**src/rtl/pad_input_sequencer.sv**
```systemverilog
// Gamepad report debouncer, link watchdog and coin pulser between the
// USB gamepad receiver and the PACMAN core input ports.
//
// Ports:
//   clk24    : 24 MHz system clock
//   rst      : synchronous reset, active high
//   pad_data : report {R,L,D,U,START,SELECT,B,A}, 1 = pressed
//   pad_ena  : one-cycle strobe, pad_data valid in that cycle
//   joy_n    : {J,R,L,D,U} joystick lines, active low
//   sw       : {C2,S2,C1,S1} cabinet switches, active high
//   led      : accepted report bits [3:0]
//   link_ok  : reports are arriving within the timeout
module pad_input_sequencer #(
    parameter int DEB_REPORTS = 2,
    parameter int TIMEOUT_CYC = 2400000,
    parameter int COIN_CYC    = 1200000
) (
    input  logic       clk24,
    input  logic       rst,
    input  logic [7:0] pad_data,
    input  logic       pad_ena,
    output logic [4:0] joy_n,
    output logic [3:0] sw,
    output logic [3:0] led,
    output logic       link_ok
);

    localparam int DW = $clog2(DEB_REPORTS + 1);
    localparam int TW = $clog2(TIMEOUT_CYC + 1);
    localparam int CW = $clog2(COIN_CYC + 1);

    localparam logic [DW-1:0] DEB_MAX  = DW'(DEB_REPORTS);
    localparam logic [TW-1:0] TO_MAX   = TW'(TIMEOUT_CYC);
    localparam logic [CW-1:0] COIN_LEN = CW'(COIN_CYC);

    typedef enum logic [1:0] {
        IDLE     = 2'd0,
        PULSE    = 2'd1,
        WAIT_REL = 2'd2
    } coin_state_t;

    logic [7:0]    raw;
    logic [7:0]    acc;
    logic [DW-1:0] match_cnt;
    logic [TW-1:0] wd;

    coin_state_t   state;
    coin_state_t   state_nxt;
    logic [CW-1:0] coin_cnt;
    logic [CW-1:0] coin_cnt_nxt;
    logic          coin;

    logic [DW-1:0] cnt_inc;
    logic [DW-1:0] cnt_nxt;
    logic          timeout;
    logic          loss;

    assign cnt_inc = (match_cnt == DEB_MAX) ? match_cnt
                                            : match_cnt + DW'(1);
    assign cnt_nxt = (pad_data == raw) ? cnt_inc : DW'(1);
    assign timeout = (wd == TO_MAX);
    // A strobe arriving on the timeout cycle keeps the link alive.
    assign loss    = timeout && !pad_ena;

    always_ff @(posedge clk24) begin
        if (rst) begin
            raw       <= '0;
            acc       <= '0;
            match_cnt <= '0;
            wd        <= '0;
            link_ok   <= 1'b0;
        end else if (pad_ena) begin
            raw       <= pad_data;
            match_cnt <= cnt_nxt;
            wd        <= '0;
            link_ok   <= 1'b1;
            if (cnt_nxt == DEB_MAX) begin
                acc <= pad_data;
            end
        end else if (timeout) begin
            acc       <= '0;
            match_cnt <= '0;
            link_ok   <= 1'b0;
        end else begin
            wd <= wd + TW'(1);
        end
    end

    // Opposing directions cancel each other out.
    logic ud_clash;
    logic lr_clash;
    logic u_f;
    logic d_f;
    logic l_f;
    logic r_f;

    assign ud_clash = acc[4] & acc[5];
    assign lr_clash = acc[6] & acc[7];
    assign u_f      = acc[4] & ~ud_clash;
    assign d_f      = acc[5] & ~ud_clash;
    assign l_f      = acc[6] & ~lr_clash;
    assign r_f      = acc[7] & ~lr_clash;

    always_ff @(posedge clk24) begin
        if (rst) begin
            joy_n <= 5'b11111;
            sw    <= 4'b0000;
            led   <= 4'b0000;
        end else begin
            joy_n <= ~{acc[0], r_f, l_f, d_f, u_f};
            sw    <= {2'b00, coin, acc[3]};
            led   <= acc[3:0];
        end
    end

    always_ff @(posedge clk24) begin
        if (rst) begin
            state    <= IDLE;
            coin_cnt <= '0;
        end else begin
            state    <= state_nxt;
            coin_cnt <= coin_cnt_nxt;
        end
    end

    always_comb begin
        state_nxt    = state;
        coin_cnt_nxt = coin_cnt;
        coin         = 1'b0;
        case (state)
            IDLE: begin
                if (acc[2] && link_ok) begin
                    coin_cnt_nxt = COIN_LEN;
                    state_nxt    = PULSE;
                end
            end
            PULSE: begin
                coin = 1'b1;
                if (coin_cnt != '0) begin
                    coin_cnt_nxt = coin_cnt - CW'(1);
                end
                if (coin_cnt <= CW'(1)) begin
                    state_nxt = WAIT_REL;
                end
            end
            WAIT_REL: begin
                if (!acc[2]) begin
                    state_nxt = IDLE;
                end
            end
            default: begin
                state_nxt = IDLE;
            end
        endcase
        if (loss) begin
            state_nxt = IDLE;
        end
    end

endmodule

```
**config.mk**
```make
export PLATFORM = sky130hd
export DESIGN_NAME = pad_input_sequencer
export DESIGN_NICKNAME = d
export VERILOG_FILES = /design/src/rtl/pad_input_sequencer.sv
export SDC_FILE = /design/constraint.sdc
export NUM_CORES = 1
export LEC_CHECK = 0
export ABC_AREA = 1
export CORE_UTILIZATION = 50
export DETAILED_ROUTE_END_ITERATION = 10
export PLACE_DENSITY = 0.67
export SETUP_SLACK_MARGIN = 0.4
export SKIP_CTS_REPAIR_TIMING = 1
export SLEW_MARGIN = 20
export SYNTH_ARGS = -nofsm -noshare
export SYNTH_HDL_FRONTEND = slang
export SYNTH_SLANG_ARGS = --single-unit
```
**constraint.sdc**
```tcl
create_clock -name clk24 -period 1.7 [get_ports clk24]
set_input_delay 0.255 -clock clk24 [delete_from_list [all_inputs] [get_ports clk24]]
set_output_delay 0.255 -clock clk24 [all_outputs]
set_load 0.005 [all_outputs]
```
# --- Word level (Yosys, flattened, before mapping) ---
# Cells that the tools add are included.
op_classes:
  n_addsub: 3
  n_lt_le_gt_ge: 1
  n_eq_ne: 11
  mux: 17
  bitwise: 9
  n_reduce_logical: 12
ops:
  columns: ["op", "count"]
  rows:
  - ["2-to-1 mux 21 bit", 2]
  - ["case mux 21 bit (2 select lines)", 1]
  - ["2-to-1 mux 8 bit", 3]
  - ["adder 22 x 1 -> 22 bit (second input constant)", 1]
  - ["equality test 22 bit (second input constant)", 1]
  - ["<= comparator 21 x 1 -> 1 bit (second input constant)", 1]
  - ["nonzero test 21 bit", 1]
  - ["subtractor 21 x 1 -> 21 bit (second input constant)", 1]
  - ["2-to-1 mux 2 bit", 7]
  - ["equality test 8 bit", 1]
  - ["inequality test 2 bit (second input constant)", 4]
  - ["AND 1 bit", 6]
  - ["equality test 2 bit (second input constant)", 3]
  - ["case mux 2 bit (3 select lines)", 1]
  - ["AND reduction 3 bit", 2]
  - ["NOT 5 bit", 1]
  - ["nonzero test 2 bit", 2]
  - ["OR reduction 2 bit", 2]
  - ["2-to-1 mux 1 bit", 3]
  - ["adder 2 x 1 -> 2 bit (second input constant)", 1]
  - ["equality test 2 x 1 -> 1 bit (second input constant)", 1]
  - ["logical AND 1 bit", 2]
  - ["zero test 2 bit", 1]
  - ["inequality test 2 x 1 -> 1 bit (second input constant)", 1]
  - ["3 further kinds", 4]
totals:
  regBits: 77
  in_bits: 11
  out_inout_bits: 14

# --- Depth between registers and ports, before layout ---
# Gate-level depths: netlist of run 1.
logic_depth:
  depth_word: 6
  ltp_mapped: 11
  depth_no_buf: 11

# --- Worst setup path before layout of run 1 ---
# Ideal clock, no wire load.
synth_timing:
  path_type: "register to register"
  startpoint: "reg wd[0]"
  endpoint: "reg wd[18]"
  arrival_ns: 1.287
  t_required_ns: 1.572
  setup_slack_ns: 0.285
  path_stages_with_launch: 11
  n_path_buf: 0
  period_less_slack_ns: 1.415
  path_cell_list: "dfxtp_1 ha_1 nand2_1 inv_2 nand3_2 nor2_4 inv_2 nor2_2 nand2_1 xor2_1 nor2_1"
synth_between:
  elab_chain_len: 1
  elab_cells_between_ends: 2
synth_lines:
  columns: ["element", "line_no", "rtl"]
  rows:
  - ["start: declaration", "45", "logic [TW-1:0] wd;"]
  - ["start signal: assignment", "85", "wd <= wd + TW'(1);"]
  - ["adder 22 x 1 -> 22 bit or equality test 22 bit (tied branches)", "85, 61", null]
# Parallel ways exist; a longest one is shown, timed or not.
# A chain may end at the register's enable or synchronous reset.

# --- Final worst setup path of run 1 ---
layout_timing:
  startpoint: "reg coin_cnt[12]"
  endpoint: "reg coin_cnt[11]"
layout_between:
  elab_chain_len: 3
layout_lines:
  columns: ["element", "line_no", "rtl"]
  rows:
  - ["start: declaration", "49", "logic [CW-1:0] coin_cnt;"]
  - ["start signal: assignment", "122", "coin_cnt <= coin_cnt_nxt;"]
  - ["nonzero test 21 bit", "139", "if (coin_cnt != '0) begin"]
  - ["inequality test 2 bit (no source line)", null, null]
  - ["AND reduction 3 bit (no source line)", null, null]
# No other way between the ends.

==> results of run 1 <==
## worst max-delay path, cell delays in order (launching register included)
cell	delay [ns]
dfxtp_1	0.35
nor2_2	0.18
nand2_2	0.14
nor2_4	0.17
nand3_4	0.14
nand2_8	0.14
buf_6	0.14
buf_6	0.10
nand2_4	0.04
a21oi_2	0.10
## cell type report
| class | count | area share [%] |
|---|---|---|
| multi-input combinational | 393 | 46.4 |
| sequential | 74 | 28.5 |
| timing repair buffer | 70 | 12.8 |
| inverter | 79 | 6.13 |
| clock buffer | 10 | 2.39 |
| tap | 99 | 2.32 |
| clock inverter | 6 | 1.26 |
| timing repair inverter | 1 | 0.210 |
## where the power goes
group          internal, mW  total, mW  switching, mW
Sequential             1.88       2.06          0.179
Combinational          1.21       3.08           1.87
Clock                 0.680       1.37          0.692
Total                  3.78       6.51           2.74
## registers in the layout (all words and copies together), names as in the netlist
| signal | flops |
|---|---|
| match_cnt | 2 |
| coin_cnt | 21 |
| joy_n | 5 |
| acc | 8 |
| state | 2 |
| led | 3 |
| raw | 8 |
| wd | 22 |
| link_ok | 1 |
| sw | 2 |
## path summary, 6_finish.rpt
kind           startpoint            to  slack, ns  depth (start not counted)
min reg2reg        acc[0]      joy_n[4]       0.40                          1
max reg2reg  coin_cnt[12]  coin_cnt[11]       0.14                          9
min                acc[0]      joy_n[4]       0.40                          1
max          coin_cnt[12]  coin_cnt[11]       0.14                          9
## cells by family (layout without fill, tap and decap cells)
logic type,after synthesis,after routing,share of synthesized area (%)
XOR/XNOR,15,15,3.43
AO/OA/AOI/OAI,57,57,8.92
buffers and inverters,92,166,10.4
other,1,2,0.0979
flip-flops,74,74,38.7
adder cells (fa/ha/maj),6,6,1.96
AND/OR/NAND/NOR,312,313,36.5
## cells in the final DEF, fill, tap and decap left out, types with 15 or more instances in the layout
cell	count
a21oi_1	15
buf_4	34
dfxtp_1	50
dfxtp_2	19
inv_1	62
nand2_1	97
nand2_2	18
nand3_1	31
nor2_1	72
nor2_2	15
nor2_4	23
## metal layers
| metal | global-route usage, % | vias to the layer above | routed length (um) |
|---|---|---|---|
| met5 | 0 | - | 0 |
| met4 | 8.51 | 0 | 298 |
| met3 | 6.00 | 36 | 539 |
| met2 | 37.3 | 127 | 5350 |
| met1 | 29.3 | 1777 | 4340 |
| li1 | - | 1896 | - |
==> results.yml, run 1 <==
synth:
  seq_area_frac_synth_pct: 38.7
  yosys-top-cells-count: "121 x nand2_1, 98 x nor2_1, 75 x inv_1"
  yosys_warnings: 0
  post_synth_num_cell_types: 37
  yosys-top-cells-area: "dfxtp_1 39%, nand2_1 12%, nor2_1 9.6%"
  postSynthAreaPerCell_um2: 6.88
  synth_edf_count: 0
  yosys_most_used_dff: "dfxtp_1"
  synthArstFlopShare_pct: 0
  synthesis.instances: 557
  synth_largest_area_cell: "dfxtp_1"
  syn-cell-area_mm2: 0.00383
  area_share_of_the_largest_cell_type_after_synthesis_pct: 38.7
  yosys.cell_count.top_type: "nand2_1"
  synth-seq-cells: 74
sta:
  final_period_minus_worst_setup_slack_ns: 1.56
  grt_setup_unrepaired: "true"
  fin_worst_skew_ns: 0.0107
  final-setup-viol-count: 0
  min_period_over_period_pct: 91.9
  maxSlewViolCount: 0
  fin_ws_ns: 0.137
  report.final.hold_viol_count: 0
  hold_ws_ns: 0.401
  fmax_mhz: 640
  timing.setup.tns_ns: 0
die:
  die_w_um: 89.5
  chipHeight_um: 89.5
  design.core.area_mm2: 0.00733
  top_level_ports: 25
  fp-row-count: 31
  initial_utilization_pct: 52.2
  die_area_mm2: 0.00801
run:
  drv.max_cap_violation_count: 0
outcome:
  run_status: "completed"
layout:
  nets: 645
  areaGrowthSynthToFinish_pct: 39.7
  insertedDiodeCount: 0
  multi_input_comb_area_mm2: 0.00248
  drive_above_1_share_pct: 34.8
  fin_util_pct: 73.0
  layout.area.seq_mm2: 0.00152
  nFillCells: 548
  layout.cell_area.non_filler_mm2: 0.00535
  final_cells: 732
drt:
  ant_nets: 0
  drt-initial-drc-count: 237
  drt_pass1_iterations: 7
  wire_per_inst_um: 14.4
  drt-vias-per-instance: 5.24
  detail_route.drc_violations: 0
  detail_route.wirelength_um: 10500
  vias: 3836
power:
  total_leakage_power_nw: 2.33
  power.density_mw_per_mm2: 1220
  report.power.total_mw: 6.51
  irDropWorstVdd_v: 0.000557
setup_path:
  arrival_time_reported_for_the_critical_path_endpoint_ns: 1.86
  worstSetupStartpointType: "flop"
  end_kind: "flop"
  path_max_fanout: 5
  required_ns: 1.99
  critical_path_class: "flop to flop"
placement:
  post-dp-hpwl_um: 6390
  worst_slack_at_placement_ns: -0.0344
  placed_cells: 680
  globalplace.congestion: 0.860
  placed_area_mm2: 0.00427
  portBuffers: 22
global_routing:
  grt_pass1_vias: 3070
  number_of_antenna_violations_at_the_first_check_in_global_routing: 0
  globalRoute.totalOverflow: 0
  grt_max_degree: 19
  global_route.usage.total_pct: 22.9
  wire_length_of_the_first_global_routing_pass_um: 13900
clocking:
  cts.clk_slew.worst_paths_ns: 0.08
  cts_tree: "yes"
  num_cts_buffers: 9
  level_count_of_the_clock_h_tree: 3
  cts.root.buffer_cell: "clkbuf_8"
  numClockSinks: 74
  clock_tree.buffer_depth: 2
  insertion_delay_ns: 0.36
min_path:
  hold_path_class: "flop to flop"
Note: power is estimated with default switching activity, not from simulation.
==> inputs of run 2 (changes only) <==
--- a/config.mk
+++ b/config.mk
@@ -7,6 +7,7 @@
 export LEC_CHECK = 0
 export ABC_AREA = 1
 export CORE_UTILIZATION = 50
+export CTS_CLUSTER_DIAMETER = 150
 export DETAILED_ROUTE_END_ITERATION = 10
 export PLACE_DENSITY = 0.67
 export SETUP_SLACK_MARGIN = 0.4
==> results of run 2 <==
The final DEF is identical to that of run 1; final timing and power are the same.
